[src/rtl/ps2_pkg.sv]
// Shared constants and helpers for the PS/2 device-to-host receiver.
package ps2_pkg;

    typedef logic [1:0] state_t;

    localparam state_t ST_IDLE   = 2'd0;
    localparam state_t ST_DATA   = 2'd1;
    localparam state_t ST_PARITY = 2'd2;
    localparam state_t ST_STOP   = 2'd3;

    localparam logic        START_BIT = 1'b0;
    localparam logic        STOP_BIT  = 1'b1;
    localparam int unsigned DATA_BITS = 8;

    // Counter width able to hold 0..len.
    function automatic int unsigned filter_cnt_w(input int unsigned len);
        return $clog2(len + 1);
    endfunction

endpackage

[src/rtl/ps2_line_filter.sv]
// Two-flop synchronizer followed by a deglitch filter: the output only follows
// the line after FILTER_LEN consecutive samples that differ from it.
module ps2_line_filter
    import ps2_pkg::*;
#(
    parameter int unsigned FILTER_LEN = 4
) (
    input  logic clk,
    input  logic reset_n,
    input  logic line,
    output logic filtered
);

    localparam int unsigned CNT_W = filter_cnt_w(FILTER_LEN);

    logic             sync1;
    logic             sync2;
    logic [CNT_W-1:0] cnt;

    always_ff @(posedge clk or negedge reset_n) begin
        if (!reset_n) begin
            sync1    <= 1'b1;
            sync2    <= 1'b1;
            filtered <= 1'b1;
            cnt      <= '0;
        end else begin
            sync1 <= line;
            sync2 <= sync1;
            // Any sample agreeing with the output restarts the run.
            if (sync2 != filtered) begin
                if (cnt == CNT_W'(FILTER_LEN - 1)) begin
                    filtered <= sync2;
                    cnt      <= '0;
                end else begin
                    cnt <= cnt + CNT_W'(1);
                end
            end else begin
                cnt <= '0;
            end
        end
    end

endmodule

[src/rtl/ps2_receiver.sv]
// PS/2 device-to-host receiver: frames 11-bit packets from the filtered pins,
// checks odd parity and stop bit, and writes good bytes into the keyboard FIFO.
module ps2_receiver
    import ps2_pkg::*;
#(
    parameter int unsigned FILTER_LEN     = 4,
    parameter int unsigned TIMEOUT_CYCLES = 50000
) (
    input  logic       clk,
    input  logic       reset_n,
    input  logic       ps2_clk,
    input  logic       ps2_data,
    output logic [7:0] wr_data,
    output logic       we,
    output logic       parity_err,
    output logic       frame_err,
    output logic       busy
);

    localparam int unsigned WD_W = $clog2(TIMEOUT_CYCLES + 1);

    logic            filt_clk;
    logic            filt_data;
    logic            clk_q;

    state_t          state;
    state_t          state_nxt;
    logic [7:0]      shift;
    logic [7:0]      shift_nxt;
    logic [2:0]      bit_cnt;
    logic [2:0]      bit_cnt_nxt;
    logic            par;
    logic            par_nxt;
    logic [WD_W-1:0] wd_cnt;
    logic [WD_W-1:0] wd_cnt_nxt;
    logic            we_nxt;
    logic            perr_nxt;
    logic            ferr_nxt;
    logic            load_c;
    logic            fall_c;
    logic            timeout_c;

    ps2_line_filter #(.FILTER_LEN(FILTER_LEN)) u_clk_filter (
        .clk      (clk),
        .reset_n  (reset_n),
        .line     (ps2_clk),
        .filtered (filt_clk)
    );

    ps2_line_filter #(.FILTER_LEN(FILTER_LEN)) u_data_filter (
        .clk      (clk),
        .reset_n  (reset_n),
        .line     (ps2_data),
        .filtered (filt_data)
    );

    always_ff @(posedge clk or negedge reset_n) begin
        if (!reset_n) begin
            state      <= ST_IDLE;
            clk_q      <= 1'b1;
            shift      <= '0;
            bit_cnt    <= '0;
            par        <= 1'b0;
            wd_cnt     <= '0;
            wr_data    <= '0;
            we         <= 1'b0;
            parity_err <= 1'b0;
            frame_err  <= 1'b0;
            busy       <= 1'b0;
        end else begin
            state      <= state_nxt;
            clk_q      <= filt_clk;
            shift      <= shift_nxt;
            bit_cnt    <= bit_cnt_nxt;
            par        <= par_nxt;
            wd_cnt     <= wd_cnt_nxt;
            we         <= we_nxt;
            parity_err <= perr_nxt;
            frame_err  <= ferr_nxt;
            busy       <= (state_nxt != ST_IDLE);
            if (load_c) begin
                wr_data <= shift;
            end
        end
    end

    always_comb begin
        state_nxt   = state;
        shift_nxt   = shift;
        bit_cnt_nxt = bit_cnt;
        par_nxt     = par;
        wd_cnt_nxt  = wd_cnt;
        we_nxt      = 1'b0;
        perr_nxt    = 1'b0;
        ferr_nxt    = 1'b0;
        load_c      = 1'b0;

        fall_c    = clk_q & ~filt_clk;
        timeout_c = (state != ST_IDLE) && (wd_cnt == WD_W'(TIMEOUT_CYCLES - 1));

        // Watchdog: idle and every detected edge restart it; it saturates otherwise.
        if (fall_c || (state == ST_IDLE)) begin
            wd_cnt_nxt = '0;
        end else if (wd_cnt != WD_W'(TIMEOUT_CYCLES)) begin
            wd_cnt_nxt = wd_cnt + WD_W'(1);
        end

        if (fall_c) begin
            case (state)
                ST_IDLE: begin
                    if (filt_data == START_BIT) begin
                        state_nxt   = ST_DATA;
                        bit_cnt_nxt = '0;
                    end else begin
                        ferr_nxt = 1'b1;
                    end
                end
                ST_DATA: begin
                    shift_nxt   = {filt_data, shift[7:1]};
                    bit_cnt_nxt = bit_cnt + 3'd1;
                    if (bit_cnt == 3'(DATA_BITS - 1)) begin
                        state_nxt = ST_PARITY;
                    end
                end
                ST_PARITY: begin
                    par_nxt   = filt_data;
                    state_nxt = ST_STOP;
                end
                default: begin
                    state_nxt = ST_IDLE;
                    if (filt_data != STOP_BIT) begin
                        ferr_nxt = 1'b1;
                    end else if (^{shift, par} == 1'b0) begin
                        perr_nxt = 1'b1;
                    end else begin
                        we_nxt = 1'b1;
                        load_c = 1'b1;
                    end
                end
            endcase
        end else if (timeout_c) begin
            ferr_nxt  = 1'b1;
            state_nxt = ST_IDLE;
            shift_nxt = '0;
        end
    end

endmodule

[config.mk]
export PLATFORM = sky130hd
export DESIGN_NAME = ps2_receiver
export DESIGN_NICKNAME = d
export VERILOG_FILES = /design/src/rtl/ps2_pkg.sv /design/src/rtl/ps2_line_filter.sv /design/src/rtl/ps2_receiver.sv
export SDC_FILE = /design/constraint.sdc
export NUM_CORES = 1
export LEC_CHECK = 0
export ABC_AREA = 1
export CAP_MARGIN = 10
export CORE_MARGIN = 3
export CORE_UTILIZATION = 45
export DETAILED_ROUTE_END_ITERATION = 7
export SETUP_SLACK_MARGIN = 0.05
export SLEW_MARGIN = 20
export SYNTH_ARGS = -nofsm -noshare
export SYNTH_HDL_FRONTEND = slang
export SYNTH_SLANG_ARGS = --single-unit
[constraint.sdc]
create_clock -name clk -period 3.9 [get_ports clk]
set_input_delay 0.78 -clock clk [delete_from_list [all_inputs] [get_ports clk]]
set_output_delay 0.78 -clock clk [all_outputs]
set_load 0.05 [all_outputs]
; ---- Word-level counts from Yosys, hierarchy flattened
; Cells that the tools add are included.
[op_classes]
n_bitwise = 2
n_mux = 29
multipliers = 0
n_eq_ne = 11
n_shift = 0
add_sub_neg = 4
n_div = 0
n_reduce_logical = 16
n_lt_le_gt_ge = 0
[ops]
columns = op, n
row1 = 16-bit 2-to-1 mux, 2
row2 = 8-bit 2-to-1 mux, 3
row3 = "16-bit by 1-bit adder with 16-bit output, second input constant", 1
row4 = "16-bit == test, second input constant", 1
row5 = "16-bit inequality test, second input constant", 1
row6 = 3-bit 2-to-1 mux, 5
row7 = 1-bit 2-to-1 mux, 12
row8 = 2-bit nonzero test, 5
row9 = "3-bit by 1-bit adder with 3-bit output, second input constant", 3
row10 = 9-bit parity, 1
row11 = 2-bit 2-to-1 mux, 4
row12 = 2-bit AND reduction, 4
row13 = "3-bit by 2-bit == test with 1-bit output, second input constant", 2
row14 = 2-bit one-hot mux with 3 select lines, 1
row15 = 3-bit one-hot mux with 2 select lines, 1
row16 = "3-bit == test, second input constant", 1
row17 = 3-bit AND reduction, 1
row18 = 3-bit OR reduction, 1
row19 = "2-bit by 1-bit == test with 1-bit output, second input constant", 1
row20 = "2-bit == test, second input constant", 1
row21 = 2-bit logical NOT, 1
row22 = 1-bit inequality test, 2
row23 = "2-bit by 1-bit inequality test with 1-bit output, second input constant", 1
row24 = "2-bit inequality test, second input constant", 1
row25 = 6 further kinds, 6
[totals]
elab_cells = 81
ff_bits = 55
mem_bits_ro = 0
in_bits = 4
ramBits = 0
memories = 0
latch_bits = 0

; ---- Depth between registers and ports, before layout
; Gate-level depths: netlist of run 1.
[logic_depth]
ltp_word = 5
depth_mapped = 11
mapped_depth_nobuf = 11

; ---- Cells and area by module
; A second synthesis of run 1 with hierarchy kept.
[hier_totals]
hier_cells = 320
area_unflattened_um2 = 2650.0
[modules_own_cells]
columns = module, cells_per_inst, area_each_um2, seq_area_each_um2, instances
row1 = ps2_receiver, 270, 2164.6, 1077.3, 1
row2 = ps2_line_filter, 25, 242.7, 153.9, 2

; ---- Worst setup path before layout of run 1
; OpenSTA, ideal clock, no wires.
[synth_timing]
path_kind = reg2reg
startpoint = register clk_q
endpoint = register wr_data[0]
slack_ns = 2.369
t_arrival_ns = 1.412
t_required_ns = 3.781
setup_ns = 0.119
path_stages_with_launch = 8
cell_sequence = dfstp_2 > inv_1 > or2_1 > buf_6 > nor3_4 > nand3_4 > nand2_1 > nand2_1
[synth_between]
elab_chain_cells = 2
[synth_rtl]
columns = element, line
row1 = start: declaration, ps2_receiver.sv:24  ; logic clk_q;
row2 = start signal: assignment, ps2_receiver.sv:72  ; clk_q <= filt_clk;
row3 = 1-bit AND, ps2_receiver.sv:98  ; fall_c = clk_q & ~filt_clk;
row4 = 1-bit 2-to-1 mux, ps2_receiver.sv:108  ; if (fall_c) begin
row5 = end signal: assignment, ps2_receiver.sv:82  ; wr_data <= shift;
row6 = end: declaration, ps2_receiver.sv:13  ; output logic [7:0] wr_data,
; No other way between the ends.
; A chain may end at the register's enable or synchronous reset.

; ---- Worst setup path after layout of run 1
[layout_timing]
startpoint = register u_clk_filter.filtered
endpoint = register wd_cnt[1]
[layout_between]
elab_chain_cells = 4
word_cells_on_any_way = 5
cone_classes = mux (1) / bitwise (2) / reduce/logical (2)
[layout_rtl]
columns = element, line
row1 = start: declaration, ps2_line_filter.sv:11  ; output logic filtered
row2 = start signal: assignment, ps2_line_filter.sv:32  ; filtered <= sync2;
row3 = 1-bit NOT (*), ps2_receiver.sv:98
row4 = 1-bit AND (*), ps2_receiver.sv:98
row5 = 1-bit logical OR (*), ps2_receiver.sv:102  ; if (fall_c || (state == ST_IDLE)) begin
row6 = 16-bit 2-to-1 mux / 2-bit nonzero test (equally long branches), n/a
row7 = end signal: assignment, ps2_receiver.sv:76  ; wd_cnt <= wd_cnt_nxt;
row8 = end: declaration, ps2_receiver.sv:34  ; logic [WD_W-1:0] wd_cnt;
; Mark *: on every way between the ends. The rest lies on a longest branch, timed or not.

==> flow_summary.yaml, run 1 <==
global_route:
  antenna_found_initial: 0
  grtUsageTotal: 0.163
  grt_pass1_vias: 1852
  grt_overflow_total: 0
  met1_usage: 0.228
  grt_pass1_wl_mm: 8.43
  grt_max_degree: 44
  use_met3: 0.0471
  grtUsageMet2: 0.248
  busiest_layer: "met2"
sta:
  slew_headroom: 0.374
  period_share: 0.586
  fin_tns_setup_ns: 0
  setup-violations-final: 0
  setup_ws_ns: 1.61
  hold_violations: 0
  slew_violations: 0
  clock_skew_ns: 0.0118
  tightestPinTransition_ns: 0.939
  rsz0062_at_grt: "no"
  post-route-min-period_ns: 2.29
  fmax_mhz: 437
floorplan:
  core_sq_mm: 0.00534
  fp-row-count: 26
  ios: 16
  die_w_microns: 81.7
  start_util: 0.483
  fp.dieH_microns: 81.7
  dieArea_sq_mm: 0.00667
setup_path:
  crit_start: "u_clk_filter.filtered"
  cp_slowest_cell: "dfstp_2"
  critPathKind: "reg2reg"
  endpoint: "wd_cnt[1]"
  reg2reg_slack_ns: 1.61
  crit_path_cell_trace: "or2_1 > inv_2 > nor2_1 > inv_1 > nor2_1 > nand2_1 > nand2_1"
  cp_slowest_stage_delay_ns: 0.56
  r2r-end: "wd_cnt[1]"
  cp.required_ns: 4.16
  crit_path_end_kind: "flip-flop"
  arrival_ns: 2.54
  path_delay_family: "simple AND/OR/NAND/NOR gates"
  reg2reg_from: "u_clk_filter.filtered"
  rr_worst_depth: 7
  path_depth: 7
  startpoint_type: "flip-flop"
  path_buf_inv: 2
  cp_max_fo: 11
worst_hold_path:
  whs_path_depth: 0
  hold_path_class: "reg2reg"
clock_tree:
  cts.path.max_buffers: 2
  root_buffer: "clkbuf_8"
  cts_resized: 0
  cts_hold_buf: 0
  clkTransAtPathRegs_ns: 0.10
  postCtsSetupBuffers: 0
  cts_max_level: 2
  cts_tree: "built"
  numCtsBuffers: 5
  clock_latency_ns: 0.31
  clock-sinks: 55
logic_synthesis:
  async_flop_share: 1.00
  synth-seq-area-share: 0.537
  yosysWarnings: 0
  synth_ff_type: "dfrtp_1"
  synth-seq-cells: 55
  syn_inst: 299
  ys_types: 30
  synth-edff-count: 0
  synth_nets: 309
  synthesis.area_sq_mm: 0.00258
  syn_avg_cell_area_sq_um: 8.62
route:
  ant_nets: 0
  firstDrtPassIters: 4
  vias_per_cell: 4.89
  route.detailed.drc: 0
  wire_per_inst_microns: 12.0
  drt_iter0_markers: 95
  vias: 1908
  drt-total-wl_mm: 4.68
layout:
  num-fill-cells: 521
  n_antenna_cell: 0
  area_growth_pct: 11.5
  fin_nets: 329
  final_cell_mix: "74 x nand2_1, 48 x dfrtp_1, 41 x inv_1, 30 x nor2_1, 29 x nand3_1"
  drive_gt1_frac: 0.0719
  fin_util: 0.539
  design_area_sq_mm: 0.00287
  layout_commonest_cell: "nand2_1"
placed_design:
  portBuffers: 15
  place.gp.congestion: 0.803
  dpl.hpwl_mm: 3.38
  place_area_sq_mm: 0.00279
  pre_cts_ws_ns: 1.62
pwr:
  pwr_density_cell_mw_per_mm2: 607
  finalPower_mw: 1.74
  p_leak_nw: 1.38
  peakVddDrop_uv: 279
status:
  status: "complete, no violations"
job:
  cap_violations: 0
==> per-layer routing <==
metal  vias to the layer above  routed length, microns  share of wire
met5                         -                       0              0
met3                         5                     219          0.047
li1                       1001                       -              -
met2                        34                    1950           0.42
met4                         0                      38         0.0081
met1                       868                    2470           0.53
==> worst min-delay path by stage <==
stage	start	endpoint	slack (ns)
2_1_floorplan	u_clk_filter.sync1	u_clk_filter.sync2	0.35
3_3_place_gp	u_data_filter.sync1	u_data_filter.sync2	0.35
3_5_place_dp	u_data_filter.sync1	u_data_filter.sync2	0.35
4_1_cts	u_data_filter.sync1	u_data_filter.sync2	0.36
5_1_grt	u_data_filter.sync1	u_data_filter.sync2	0.37
6_report	u_data_filter.sync1	u_data_filter.sync2	0.36
==> synth_stat cells, types with 2 or more instances <==
library cell	count	area share
nor3b_1	3	0.0087
a211oi_1	2	0.0058
ha_1	6	0.029
inv_1	41	0.060
xnor2_1	5	0.017
o22ai_1	7	0.017
nand3_1	29	0.056
nand2_1	74	0.11
dfrtp_1	48	0.47
o21ai_0	10	0.019
nand4_1	4	0.0097
nor2_1	30	0.044
nor3_1	6	0.012
xor2_1	2	0.0068
a21oi_1	11	0.021
dfstp_2	7	0.071
==> cells by family after synthesis <==
family,share of synthesized area
simple gates,0.263
flops,0.537
buf+inv,0.0728
mux,0.00437
compound gates,0.0699
fa+ha+maj,0.0291
xor+xnor,0.0238
==> sequential cells by signal (all words and copies together), names as in the netlist, 2 cells and up <==
| register | count |
|---|---|
| u_data_filter.cnt | 3 |
| bit_cnt | 3 |
| shift | 8 |
| u_clk_filter.cnt | 3 |
| state | 2 |
| wr_data | 8 |
| wd_cnt | 16 |
==> worst register-to-register path: stages (launching register included) <==
cell and delay [ns]:
dfstp_2 0.56, or2_1 0.32, inv_2 0.15, nor2_1 0.54, inv_1 0.29, nor2_1 0.26, nand2_1 0.07, nand2_1 0.06
==> area by class of cell <==
class | count | area (sq um) | share of cell area
flip-flops and latches | 55 | 1390 | 0.482
multi-input cells | 199 | 1010 | 0.350
inverters | 42 | 158 | 0.0549
repair buffers | 16 | 153 | 0.0531
well taps | 70 | 87.6 | 0.0305
clock buffers | 6 | 72.6 | 0.0253
clock inverters | 2 | 12.5 | 0.00435
==> where the power goes <==
part | internal, mW | switching, mW
registers | 0.687 | 0.0882
logic | 0.215 | 0.447
clock network | 0.126 | 0.181
total | 1.03 | 0.716
==> metrics by stage <==
step | cells | hold slack [ns]
final | 390 | 0.360
after CTS | 390 | 0.361
after detailed placement | 382 | 0.347
after global routing | 390 | 0.367
after global placement | 382 | 0.346
after floorplan | 299 | 0.345
Power figures use the tool's default switching activity.
==> inputs of run 2 (changes only) <==
PLACE_DENSITY = 0.66   (was unset)
clock period = 2.1 ns   (was 3.9 ns; I/O delays follow)
==> run 2 against run 1 <==
  * Cell area increased by 2.4%
  * Final cell count rose by 0.26%
  * Hold slack worse by 0.27 ns
  * Worst setup slack worse by 1.4 ns
  * Critical path depth is 6 lower
  * Die area unchanged
==> flow_summary.yaml, run 2 (synthesized netlist as in run 1, its figures left out) <==
clock_tree:
  cts_hold_buf: 0
  cts_tree: "built"
  numCtsBuffers: 5
  postCtsSetupBuffers: 0
  root_buffer: "clkbuf_8"
  clock_latency_ns: 0.30
  cts_max_level: 2
  clock-sinks: 55
  clkTransAtPathRegs_ns: 0.10
  cts.path.max_buffers: 2
  cts_resized: 0
global_route:
  grt_max_degree: 56
  grt_pass1_wl_mm: 8.27
  grt_pass1_vias: 1904
  grt_overflow_total: 0
  antenna_found_initial: 0
  grtUsageTotal: 0.157
setup_path:
  path_buf_inv: 1
  startpoint_type: "flip-flop"
  reg2reg_from: "clk_q"
  cp.required_ns: 1.68
  cp_slowest_stage_delay_ns: 0.81
  arrival_ns: 1.49
  crit_path_cell_trace: "clkdlybuf4s50_1"
  crit_start: "wr_data[0]"
  critPathKind: "reg2out"
  cp_max_fo: 2
  crit_path_end_kind: "primary output"
  path_delay_family: "buffers and inverters"
  cp_slowest_cell: "clkdlybuf4s50_1"
layout:
  fin_nets: 330
  n_antenna_cell: 0
  final_cell_mix: "74 x nand2_1, 48 x dfrtp_1, 41 x inv_1, 30 x nor2_1, 29 x nand3_1"
  drive_gt1_frac: 0.0748
  num-fill-cells: 482
  largestRegisters: "wd_cnt x16, shift x8, wr_data x8"
  area_growth_pct: 14.1
  layout_commonest_cell: "nand2_1"
  largest_register_ffs: 16
  largest-register: "wd_cnt"
  finalNonFillerCells: 391
floorplan:
  dieArea_sq_mm: 0.00667
  start_util: 0.483
  core_sq_mm: 0.00534
  ios: 16
  fp.dieH_microns: 81.7
  fp-row-count: 26
  die_w_microns: 81.7
sta:
  clock_skew_ns: 0.00723
  slew_headroom: 0.664
  fin_tns_setup_ns: 0
  hold_violations: 0
  period_share: 0.908
  slew_violations: 0
  post-route-min-period_ns: 1.91
  rsz0062_at_grt: "no"
  fmax_mhz: 524
  setup-violations-final: 0
  tightestPinTransition_ns: 0.503
placed_design:
  post-place-cells: 383
  portBuffers: 15
  place.gp.congestion: 0.879
  dpl.hpwl_mm: 3.24
route:
  ant_nets: 0
  wire_per_inst_microns: 11.6
  drt-total-wl_mm: 4.53
  route.detailed.drc: 0
  vias_per_cell: 4.95
  firstDrtPassIters: 4
  vias: 1937
  drt_iter0_markers: 140
pwr:
  power_frac_seq: 0.414
  p_leak_nw: 1.42
  peakVddDrop_uv: 528
  pwr-share-clk: 0.231
  p_sw_frac: 0.375
  p_int_mw: 2.17
  switchingPower_mw: 1.30
  pwr-share-comb: 0.355
  pwr_density_cell_mw_per_mm2: 1180
status:
  status: "complete, no violations"
worst_hold_path:
  hold_path_class: "in2async"
job:
  cap_violations: 0
[run 2: changes by cell type in the layout (fill, tap and decap cells not counted), sizes merged]
cell / change
buf: +1
clkinv: -1
clkinvlp: -1
bufinv: +2
[run 2: layout make-up]
class,count,area (sq um),area share
Sequential cell,55,1390,0.471
Tap cell,70,87.6,0.0298
Multi-Input combinational cell,199,1010,0.342
Timing Repair Buffer,17,173,0.0587
Clock buffer,6,72.6,0.0247
Inverter,42,158,0.0536
Clock inverter,2,60.1,0.0204
[run 2: power by group through the flow]
stage | Sequential [mW] | Combinational [mW] | Clock (mW)
final | 1.44 | 1.23 | 0.801
after global routing | 1.47 | 1.43 | 0.869
after CTS | 1.44 | 1.24 | 0.827
after detailed placement | 1.46 | 1.23 | 0
after global placement | 1.45 | 1.20 | 0
after floorplan | 1.47 | 0.933 | 0
[run 2: per-layer routing]
layer | global-route usage | wire length [microns] | vias up
met1 | 0.224 | 2310 | 878
met4 | 0.0498 | 72 | 0
met3 | 0.0362 | 181 | 8
met2 | 0.236 | 1960 | 38
li1 | - | - | 1013
met5 | 0 | 0 | -
[run 2: metrics by stage]
step / cell area [sq um] / util / hold WS, ns / total power, mW / setup WS, ns
after floorplan: 2580 / - / 0.124 / 2.40 / 0.569
after global placement: 2810 / 0.527 / 0.346 / 2.65 / 0.384
after detailed placement: 2810 / 0.527 / 0.348 / 2.69 / 0.377
after CTS: 2940 / 0.551 / 0.104 / 3.51 / 0.196
after global routing: 2940 / 0.551 / 0.108 / 3.77 / 0.158
final: 2940 / 0.551 / 0.0935 / 3.47 / 0.193
[run 2: path summary, 6_finish.rpt]
| kind | to | slack (ns) | cells after the start |
|---|---|---|---|
| setup / recovery | wr_data[0] | 0.19 | 1 |
| hold / removal | wd_cnt[13] | 0.09 | 2 |
| setup reg to reg | wr_data[2] | 0.36 | 6 |
| hold reg to reg | u_data_filter.sync2 | 0.36 | 0 |
| max in group asynchronous | u_clk_filter.filtered | 1.71 | 2 |
| min in group clk | u_data_filter.sync2 | 0.36 | 0 |
